File: config.mk
export PLATFORM = sky130hd
export DESIGN_NAME = div_unit
export DESIGN_NICKNAME = d
export VERILOG_FILES = /design/src/rtl/div_unit_pkg.sv /design/src/rtl/div_unit.sv
export SDC_FILE = /design/constraint.sdc
export NUM_CORES = 2
export LEC_CHECK = 0
export BUFFER_PORTS_ARGS = -buffer_cell sky130_fd_sc_hd__clkbuf_2
export CORE_UTILIZATION = 30
export CTS_CLUSTER_SIZE = 12
export DETAILED_ROUTE_END_ITERATION = 8
export GPL_TIMING_DRIVEN = 1
export HOLD_SLACK_MARGIN = 0.12
export SKIP_CTS_REPAIR_TIMING = 1
export SLEW_MARGIN = 30
export SYNTH_ARGS = -nofsm -noshare
export SYNTH_HDL_FRONTEND = slang
export SYNTH_SLANG_ARGS = --single-unit
File: constraint.sdc
create_clock -name clk -period 14.9 [get_ports clk]
set_clock_uncertainty 0.05 [all_clocks]
set_input_delay 2.98 -clock clk [delete_from_list [all_inputs] [get_ports clk]]
set_output_delay 2.98 -clock clk [all_outputs]
set_load 0.03 [all_outputs]
File: src/rtl/div_unit_pkg.sv
// rtl/div_unit_pkg.sv - shared CPU constants: divider op/state encodings and writeback-select codes.
package div_unit_pkg;

  typedef enum logic [1:0] {
    OP_DIV  = 2'b00,
    OP_DIVU = 2'b01,
    OP_REM  = 2'b10,
    OP_REMU = 2'b11
  } div_op_e;

  typedef enum logic [1:0] {
    S_IDLE = 2'b00,
    S_CALC = 2'b01,
    S_FIX  = 2'b10,
    S_DONE = 2'b11
  } div_state_e;

  typedef enum logic [1:0] {
    WB_ALU = 2'b00,
    WB_MEM = 2'b01,
    WB_DIV = 2'b10,
    WB_CSR = 2'b11
  } wb_sel_e;

  localparam logic [6:0] ITER_D = 7'd64;
  localparam logic [6:0] ITER_W = 7'd32;

  function automatic logic op_is_signed(input logic [1:0] o);
    return ~o[0];
  endfunction

  function automatic logic op_is_rem(input logic [1:0] o);
    return o[1];
  endfunction

  function automatic logic [63:0] sext32(input logic [31:0] v);
    return {{32{v[31]}}, v};
  endfunction

endpackage

File: src/rtl/div_unit.sv
// rtl/div_unit.sv - iterative restoring divider for RV64 DIV/DIVU/REM/REMU and their W variants.
module div_unit (
  input  logic        clk,
  input  logic        rst,
  input  logic        start,
  input  logic [1:0]  op,
  input  logic        word,
  input  logic [63:0] a,
  input  logic [63:0] b,
  input  logic        kill,
  output logic        busy,
  output logic        done,
  output logic [63:0] result
);
  import div_unit_pkg::*;

  div_state_e  r_state;
  logic        r_busy;
  logic        r_done;
  logic [63:0] r_result;
  logic [6:0]  r_cnt;
  logic [64:0] r_rem;
  logic [63:0] r_quo;
  logic [63:0] r_div;
  logic        r_is_rem;
  logic        r_word;
  logic        r_q_neg;
  logic        r_r_neg;
  logic        r_special;
  logic [63:0] r_spec_val;

  logic        w_signed;
  logic [63:0] w_a_ext;
  logic [63:0] w_b_ext;
  logic        w_a_neg;
  logic        w_b_neg;
  logic [63:0] w_a_abs;
  logic [63:0] w_b_abs;
  logic [63:0] w_a_wext;
  logic        w_div_zero;
  logic        w_a_min;
  logic        w_b_m1;
  logic        w_ovf;
  logic [63:0] w_spec_val;

  // Operand conditioning at the operating width.
  assign w_signed = op_is_signed(op);
  assign w_a_ext  = word ? (w_signed ? sext32(a[31:0]) : {32'b0, a[31:0]}) : a;
  assign w_b_ext  = word ? (w_signed ? sext32(b[31:0]) : {32'b0, b[31:0]}) : b;
  assign w_a_neg  = w_signed & w_a_ext[63];
  assign w_b_neg  = w_signed & w_b_ext[63];
  assign w_a_abs  = w_a_neg ? (64'd0 - w_a_ext) : w_a_ext;
  assign w_b_abs  = w_b_neg ? (64'd0 - w_b_ext) : w_b_ext;
  assign w_a_wext = word ? sext32(a[31:0]) : a;

  assign w_div_zero = (w_b_ext == 64'd0);
  assign w_a_min    = word ? (a[31:0] == 32'h8000_0000) : (a == 64'h8000_0000_0000_0000);
  assign w_b_m1     = word ? (b[31:0] == 32'hFFFF_FFFF) : (b == 64'hFFFF_FFFF_FFFF_FFFF);
  assign w_ovf      = w_signed & w_a_min & w_b_m1;

  always_comb begin
    w_spec_val = '0;
    if (w_div_zero)
      w_spec_val = op_is_rem(op) ? w_a_wext : 64'hFFFF_FFFF_FFFF_FFFF;
    else
      w_spec_val = op_is_rem(op) ? 64'd0 : w_a_wext;
  end

  logic [64:0] w_shift;
  logic [65:0] w_sub;
  logic        w_ge;
  logic [64:0] w_rem_nxt;
  logic [63:0] w_quo_nxt;

  // One restoring step; a set accumulator MSB means the shifted value certainly exceeds the divisor.
  assign w_shift   = {r_rem[63:0], r_quo[63]};
  assign w_sub     = {1'b0, w_shift} - {2'b00, r_div};
  assign w_ge      = r_rem[64] | ~w_sub[65];
  assign w_rem_nxt = w_ge ? w_sub[64:0] : w_shift;
  assign w_quo_nxt = {r_quo[62:0], w_ge};

  logic [63:0] w_q_raw;
  logic [63:0] w_q_fix;
  logic [63:0] w_r_fix;
  logic [63:0] w_sel;
  logic [63:0] w_fix_val;

  assign w_q_raw   = r_word ? {32'b0, r_quo[31:0]} : r_quo;
  assign w_q_fix   = r_q_neg ? (64'd0 - w_q_raw) : w_q_raw;
  assign w_r_fix   = r_r_neg ? (64'd0 - r_rem[63:0]) : r_rem[63:0];
  assign w_sel     = r_is_rem ? w_r_fix : w_q_fix;
  assign w_fix_val = r_word ? sext32(w_sel[31:0]) : w_sel;

  always_ff @(posedge clk or posedge rst) begin
    if (rst) begin
      r_state    <= S_IDLE;
      r_busy     <= 1'b0;
      r_done     <= 1'b0;
      r_result   <= '0;
      r_cnt      <= '0;
      r_rem      <= '0;
      r_quo      <= '0;
      r_div      <= '0;
      r_is_rem   <= 1'b0;
      r_word     <= 1'b0;
      r_q_neg    <= 1'b0;
      r_r_neg    <= 1'b0;
      r_special  <= 1'b0;
      r_spec_val <= '0;
    end else if (kill) begin
      r_state <= S_IDLE;
      r_busy  <= 1'b0;
      r_done  <= 1'b0;
    end else begin
      case (r_state)
        S_IDLE, S_DONE: begin
          r_done <= 1'b0;
          if (start) begin
            r_is_rem <= op_is_rem(op);
            r_word   <= word;
            r_q_neg  <= w_a_neg ^ w_b_neg;
            r_r_neg  <= w_a_neg;
            r_rem    <= '0;
            r_quo    <= word ? {w_a_abs[31:0], 32'b0} : w_a_abs;
            r_div    <= w_b_abs;
            r_busy   <= 1'b1;
            // Special cases skip the iterations; FIX only publishes the precomputed value.
            if (w_div_zero || w_ovf) begin
              r_special  <= 1'b1;
              r_spec_val <= w_spec_val;
              r_cnt      <= '0;
              r_state    <= S_FIX;
            end else begin
              r_special <= 1'b0;
              r_cnt     <= word ? ITER_W : ITER_D;
              r_state   <= S_CALC;
            end
          end else begin
            r_busy  <= 1'b0;
            r_state <= S_IDLE;
          end
        end
        S_CALC: begin
          r_rem <= w_rem_nxt;
          r_quo <= w_quo_nxt;
          r_cnt <= r_cnt - 7'd1;
          if (r_cnt == 7'd1)
            r_state <= S_FIX;
        end
        S_FIX: begin
          r_result <= r_special ? r_spec_val : w_fix_val;
          r_busy   <= 1'b0;
          r_done   <= 1'b1;
          r_state  <= S_DONE;
        end
        default: begin
          r_busy  <= 1'b0;
          r_done  <= 1'b0;
          r_state <= S_IDLE;
        end
      endcase
    end
  end

  assign busy   = r_busy;
  assign done   = r_done;
  assign result = r_result;

endmodule

* Word level (Yosys, flattened, before mapping)
Cells that the tools add are included.
** Storage, ports and cells
- Register bits after elaboration :: 337
- Input bits :: 135
- Output and inout port bits :: 66
- Word-level logic and storage cells :: 88
** Cells by class
- Add/subtract/negate cells :: 6
- Equality and inequality tests :: 10
- Multiplexer cells :: 39
- Bitwise operators :: 9
- Reductions and logical operators :: 10
** Operators with widths (number)
- $mux W64 :: 18
- $sub A1 B64 Y64 const A :: 4
- $mux W65 :: 2
- $pmux W65 S2 :: 1
- $eq A64 B64 Y1 const B :: 2
- $pmux W64 S2 :: 1
- $sub A65 B64 Y66 :: 1
- $eq A32 B32 Y1 const B :: 2
- $logic_not A64 Y1 :: 1
- $mux W7 :: 3
- $pmux W7 S2 :: 1
- $mux W2 :: 4
- $eq A7 B1 Y1 const B :: 1
- $sub A7 B1 Y7 const B :: 1
- $mux W1 :: 6
- $pmux W2 S3 :: 1
- $reduce_and A3 Y1 :: 2
- $and A1 B1 Y1 :: 4
- $eq A2 B2 Y1 const B :: 2
- $pmux W1 S2 :: 2
- $reduce_and A4 Y1 :: 1
- $ne A3 B3 Y1 const B :: 1
- $not A1 Y1 :: 3
- $reduce_bool A3 Y1 :: 1
- other kinds (9) :: 9

* Longest topological paths before layout
- Depth after elaboration :: 9
- Mapped depth :: 15
- Gate-level depth less buffers :: 13

* Worst setup path before layout
No wires, ideal clock.
- Kind :: input to register
- Start point :: in a[9]
- End point :: reg r_quo[39]
- Arrival time :: 5616 ps
- Required time :: 14767 ps
- Path slack :: 9151 ps
- Stages on the path :: 11
- Cells stage by stage :: or3_1 clkbuf_1 nor4_1 nand4_1 or3b_2 o41ai_1 xnor2_1 nor2_1 a211oi_1 a21oi_1 o21ai_0
** On the way
- Word-level cells in the longest chain between the ends :: 7
** Ends and longest elaborated chain
- start: declaration :: line div_unit.sv:8 : input logic [63:0] a,
- $mux W64 :: line div_unit.sv:48 : assign w_a_ext = word ? (w_signed ? sext32(a[31:0]) : {32'b0, a[31:0]}) : a;
- $mux W64 (*) :: line div_unit.sv:48
- $sub A1 B64 Y64 (*) :: line div_unit.sv:52 : assign w_a_abs = w_a_neg ? (64'd0 - w_a_ext) : w_a_ext;
- $mux W64 (*) :: line div_unit.sv:52
- $mux W64 (*) :: line div_unit.sv:124 : r_quo <= word ? {w_a_abs[31:0], 32'b0} : w_a_abs;
- $mux W64 (*) :: line div_unit.sv:118 : if (start) begin
- $pmux W64 S2 (*) :: line div_unit.sv:115 : case (r_state)
- end signal: assignment :: line div_unit.sv:124
- end signal: assignment :: line div_unit.sv:145 : r_quo <= w_quo_nxt;
- end: declaration :: line div_unit.sv:23 : logic [63:0] r_quo;
Every way passes the cells marked *; elsewhere a longest branch is shown, timed or not. The select of a mux whose other input is x is not followed.
A chain may end at the register's enable or synchronous reset.

* Worst setup path in the final report
- Start point :: in word
- End point :: reg r_spec_val[15]
** On the way
- Word-level cells in the longest chain between the ends :: 5
- Elaborated cells between the ends (all ways) :: 9
- Those cells by class :: mux: 4; bitwise: 2; reduce/logical: 3
** Ends and longest elaborated chain
- start: declaration :: line div_unit.sv:7 : input logic word,
- parallel branches: the longest is 5 deep, another holds $mux W64
- end signal: assignment :: line div_unit.sv:130 : r_spec_val <= w_spec_val;
- end: declaration :: line div_unit.sv:30 : logic [63:0] r_spec_val;
Parallel ways; which one is timed is not known.

==> flow_summary.json <==
{
  "cp_slowest_cell": "o22ai_1",
  "power_density_nw_per_um2": 208,
  "p_seq_share_pct": 25.7,
  "setup_viol": 0,
  "wl_per_cell_um": 21.1,
  "tightest_slew_ns": 0.981,
  "synth.distinct_cells": 79,
  "synth.area.top_cells": "dfrtp_1, o21ai_0, nand2_1",
  "synthAdderAreaFrac_pct": 3.68,
  "ys_warn_count": 0,
  "drt-total-wl_um": 96700,
  "syn_avg_cell_area_sq_um": 7.66,
  "die_area_sq_um": 86700,
  "cp.required_ns": 15.29,
  "clk_latency_ns": 0.58,
  "seq_area_frac_synth_pct": 32.9,
  "grt_setup_unrepaired": "false",
  "die_x_um": 294,
  "final_area_sq_um": 29200,
  "drtIter0Drc": 2320,
  "gp_congestion": 0.939,
  "slew_headroom_pct": 34.5,
  "endpoint_kind": "register",
  "fillers": 8986,
  "dieHeight_um": 294,
  "ys_ff_latch": 337,
  "worstPathCellList": "buf_4 > buf_4 > nor4_1 > a22oi_1 > or3_1 > nor3b_1 > o2111ai_1 > o22ai_1 > nand2_2 > buf_4 > nand2_1 > o21ai_0",
  "crit_path_frequent_cell": "buf_4",
  "netlist.area_leader.share_pct": 32.9,
  "path_max_fanout": 64,
  "p_switching_mw": 2.99,
  "antenna_found_initial": 4,
  "clkTransAtPathRegs_ns": 0.06,
  "clockBufferDepth": 3,
  "combPwrFrac_pct": 55.2,
  "netlist_top_cells_count": "o21ai_0, nand2_1, dfrtp_1, nor2_1, a21oi_1",
  "synth-edff-count": 0,
  "setup_slack_ns": 7.94,
  "synth_compound_area_share_pct": 27.0,
  "yosys.area.top_type": "dfrtp_1",
  "layout-drive-gt1-share_pct": 10.8,
  "cts_tree": "done",
  "pre_cts_ws_ns": 7.32,
  "intPower_mw": 3.07,
  "ir_worst_vdd_uv": 95.4,
  "drc": 0,
  "holdCritPathClass": "reg2reg",
  "first_pass_iters": 6,
  "synthMostInstantiatedCell": "o21ai_0",
  "p_leak_nw": 12.3,
  "cts_sinks": 337,
  "critPathMaxStageDelay_ns": 0.81,
  "cp-start-kind": "input pin",
  "p_sw_share_pct": 49.4,
  "io_pins": 201,
  "core_area_sq_um": 84200,
  "dpl_cell_area_sq_um": 27600,
  "postRouteAntennaNets": 0,
  "start_util_pct": 30.5,
  "grt_pass1_wl_um": 146000,
  "synth_flop_cell": "dfrtp_1",
  "overflow": 0,
  "synth.area.mux_share_pct": 2.43,
  "netlist_instances": 3351,
  "cts_buffers": 44,
  "run_status": "completed",
  "nNetsFinal": 3627,
  "synth_simple_gate_area_share_pct": 18.8,
  "port_buffers": 200,
  "grt_max_degree": 111,
  "fin_setup_tns_ns": 0,
  "async_flop_share_pct": 100,
  "track_usage_pct": 21.8,
  "crit_arrival_ns": 7.35,
  "ctsHtreeMaxLevel": 2,
  "synth_xor_area_share_pct": 10.0,
  "power_frac_clock_pct": 19.2,
  "syn2layout_area_growth_pct": 13.8,
  "syn_nets": 3560,
  "max_cap_violations": 0,
  "path_class": "in2reg",
  "cts-root-buf": "clkbuf_16",
  "drv_slew": 0,
  "grt_pass1_vias": 23100,
  "dp.final_hpwl_um": 72800,
  "mappedNetlistArea_sq_um": 25700,
  "hold_violations": 0,
  "synth_top_family_by_area": "compound AO/OA/AOI/OAI gates",
  "drt-vias-per-instance": 5.50,
  "std_cell_rows": 106,
  "route.vias.total": 25200,
  "period_share_pct": 46.7,
  "min_period_ns": 6.96,
  "fmax_ghz": 0.144
}
## metrics by stage
stage	utilization [%]	std cells	total power, mW	hold WS [ns]
global placement	32.8	4506	4.85	0.406
floorplan	-	3351	3.85	0.393
global route	34.7	4584	6.47	0.446
CTS	34.6	4584	6.04	0.427
finish	34.7	4585	6.06	0.422
detailed placement	32.8	4506	4.86	0.414
## final timing paths
path                                start        endpoint  slack (ns)  depth (start not counted)
max reg2reg                      r_rem[0]       r_rem[64]        9.95                         12
min in group asynchronous             rst      result[11]        2.42                          2
min                        r_spec_val[44]  r_spec_val[44]        0.42                          2
max                                  word  r_spec_val[15]        7.94                         12
min reg2reg                r_spec_val[44]  r_spec_val[44]        0.42                          2
max in group asynchronous             rst      r_state[0]       10.25                          4
## cells by family after synthesis
| family | after synthesis |
|---|---|
| compound gates | 1157 |
| mux | 62 |
| fa+ha+maj | 75 |
| xor+xnor | 293 |
| flops | 337 |
| simple gates | 1077 |
| buf+inv | 350 |
## cells in the final DEF, fill, tap and decap left out, types with 20 or more instances in the layout
cell       instances
o21ai_0          492
dfrtp_1          334
clkbuf_16         45
nor2_1           291
clkbuf_2         199
or3_1             38
nor3_1            57
nand3_1           31
a221oi_1          28
o41ai_1           23
a211oi_1          61
xnor2_1          187
nor4_1            37
nand2_1          461
xor2_1           106
a21oi_1          270
nand2b_1          20
ha_1              72
or4_1             22
buf_4             34
o21a_1            26
inv_1            132
a21o_1            26
a31oi_1           28
o31ai_1           68
nand4_1           39
mux2i_1           60
## registers in the layout, indices dropped and copies added, names as in the netlist
name,flops
busy,1
done,1
r_cnt,7
r_div,64
r_is_rem,1
r_q_neg,1
r_quo,64
r_r_neg,1
r_rem,65
r_spec_val,64
r_special,1
r_state,2
r_word,1
result,64
## worst max-delay path, delay by kind of cell
kind / cells / cell delay [ns]
buffers and inverters: 3 / 1.06
AO/OA/AOI/OAI: 4 / 1.41
AND/OR/NAND/NOR: 5 / 1.87
## final cells by class
type	count	area (sq um)	area share (%)
flip-flops and latches	337	8440	28.9
multi-input cells	2664	16000	54.7
diodes	1	2.50	0.00857
clock buffers	58	1230	4.23
well taps	1134	1420	4.86
clock inverters	20	318	1.09
repair buffers	237	1300	4.44
inverters	134	510	1.75
## power groups by stage
stage / sequential (mW) / combinational (mW) / clock, mW
6_report: 1.56 / 3.34 / 1.16
2_1_floorplan: 1.55 / 2.30 / 0
3_5_place_dp: 1.56 / 3.30 / 0
4_1_cts: 1.55 / 3.31 / 1.18
5_1_grt: 1.60 / 3.66 / 1.21
3_3_place_gp: 1.55 / 3.29 / 0
## per-layer routing
metal / part of all wire (%) / vias to the layer above / global-route usage (%)
met5: 0.011 / - / 0
met4: 3.3 / 2 / 7.28
met3: 6.1 / 146 / 2.64
met2: 44 / 910 / 34.0
met1: 46 / 12100 / 31.1
li1: - / 12100 / -
Note: power is estimated with default switching activity, not from simulation.
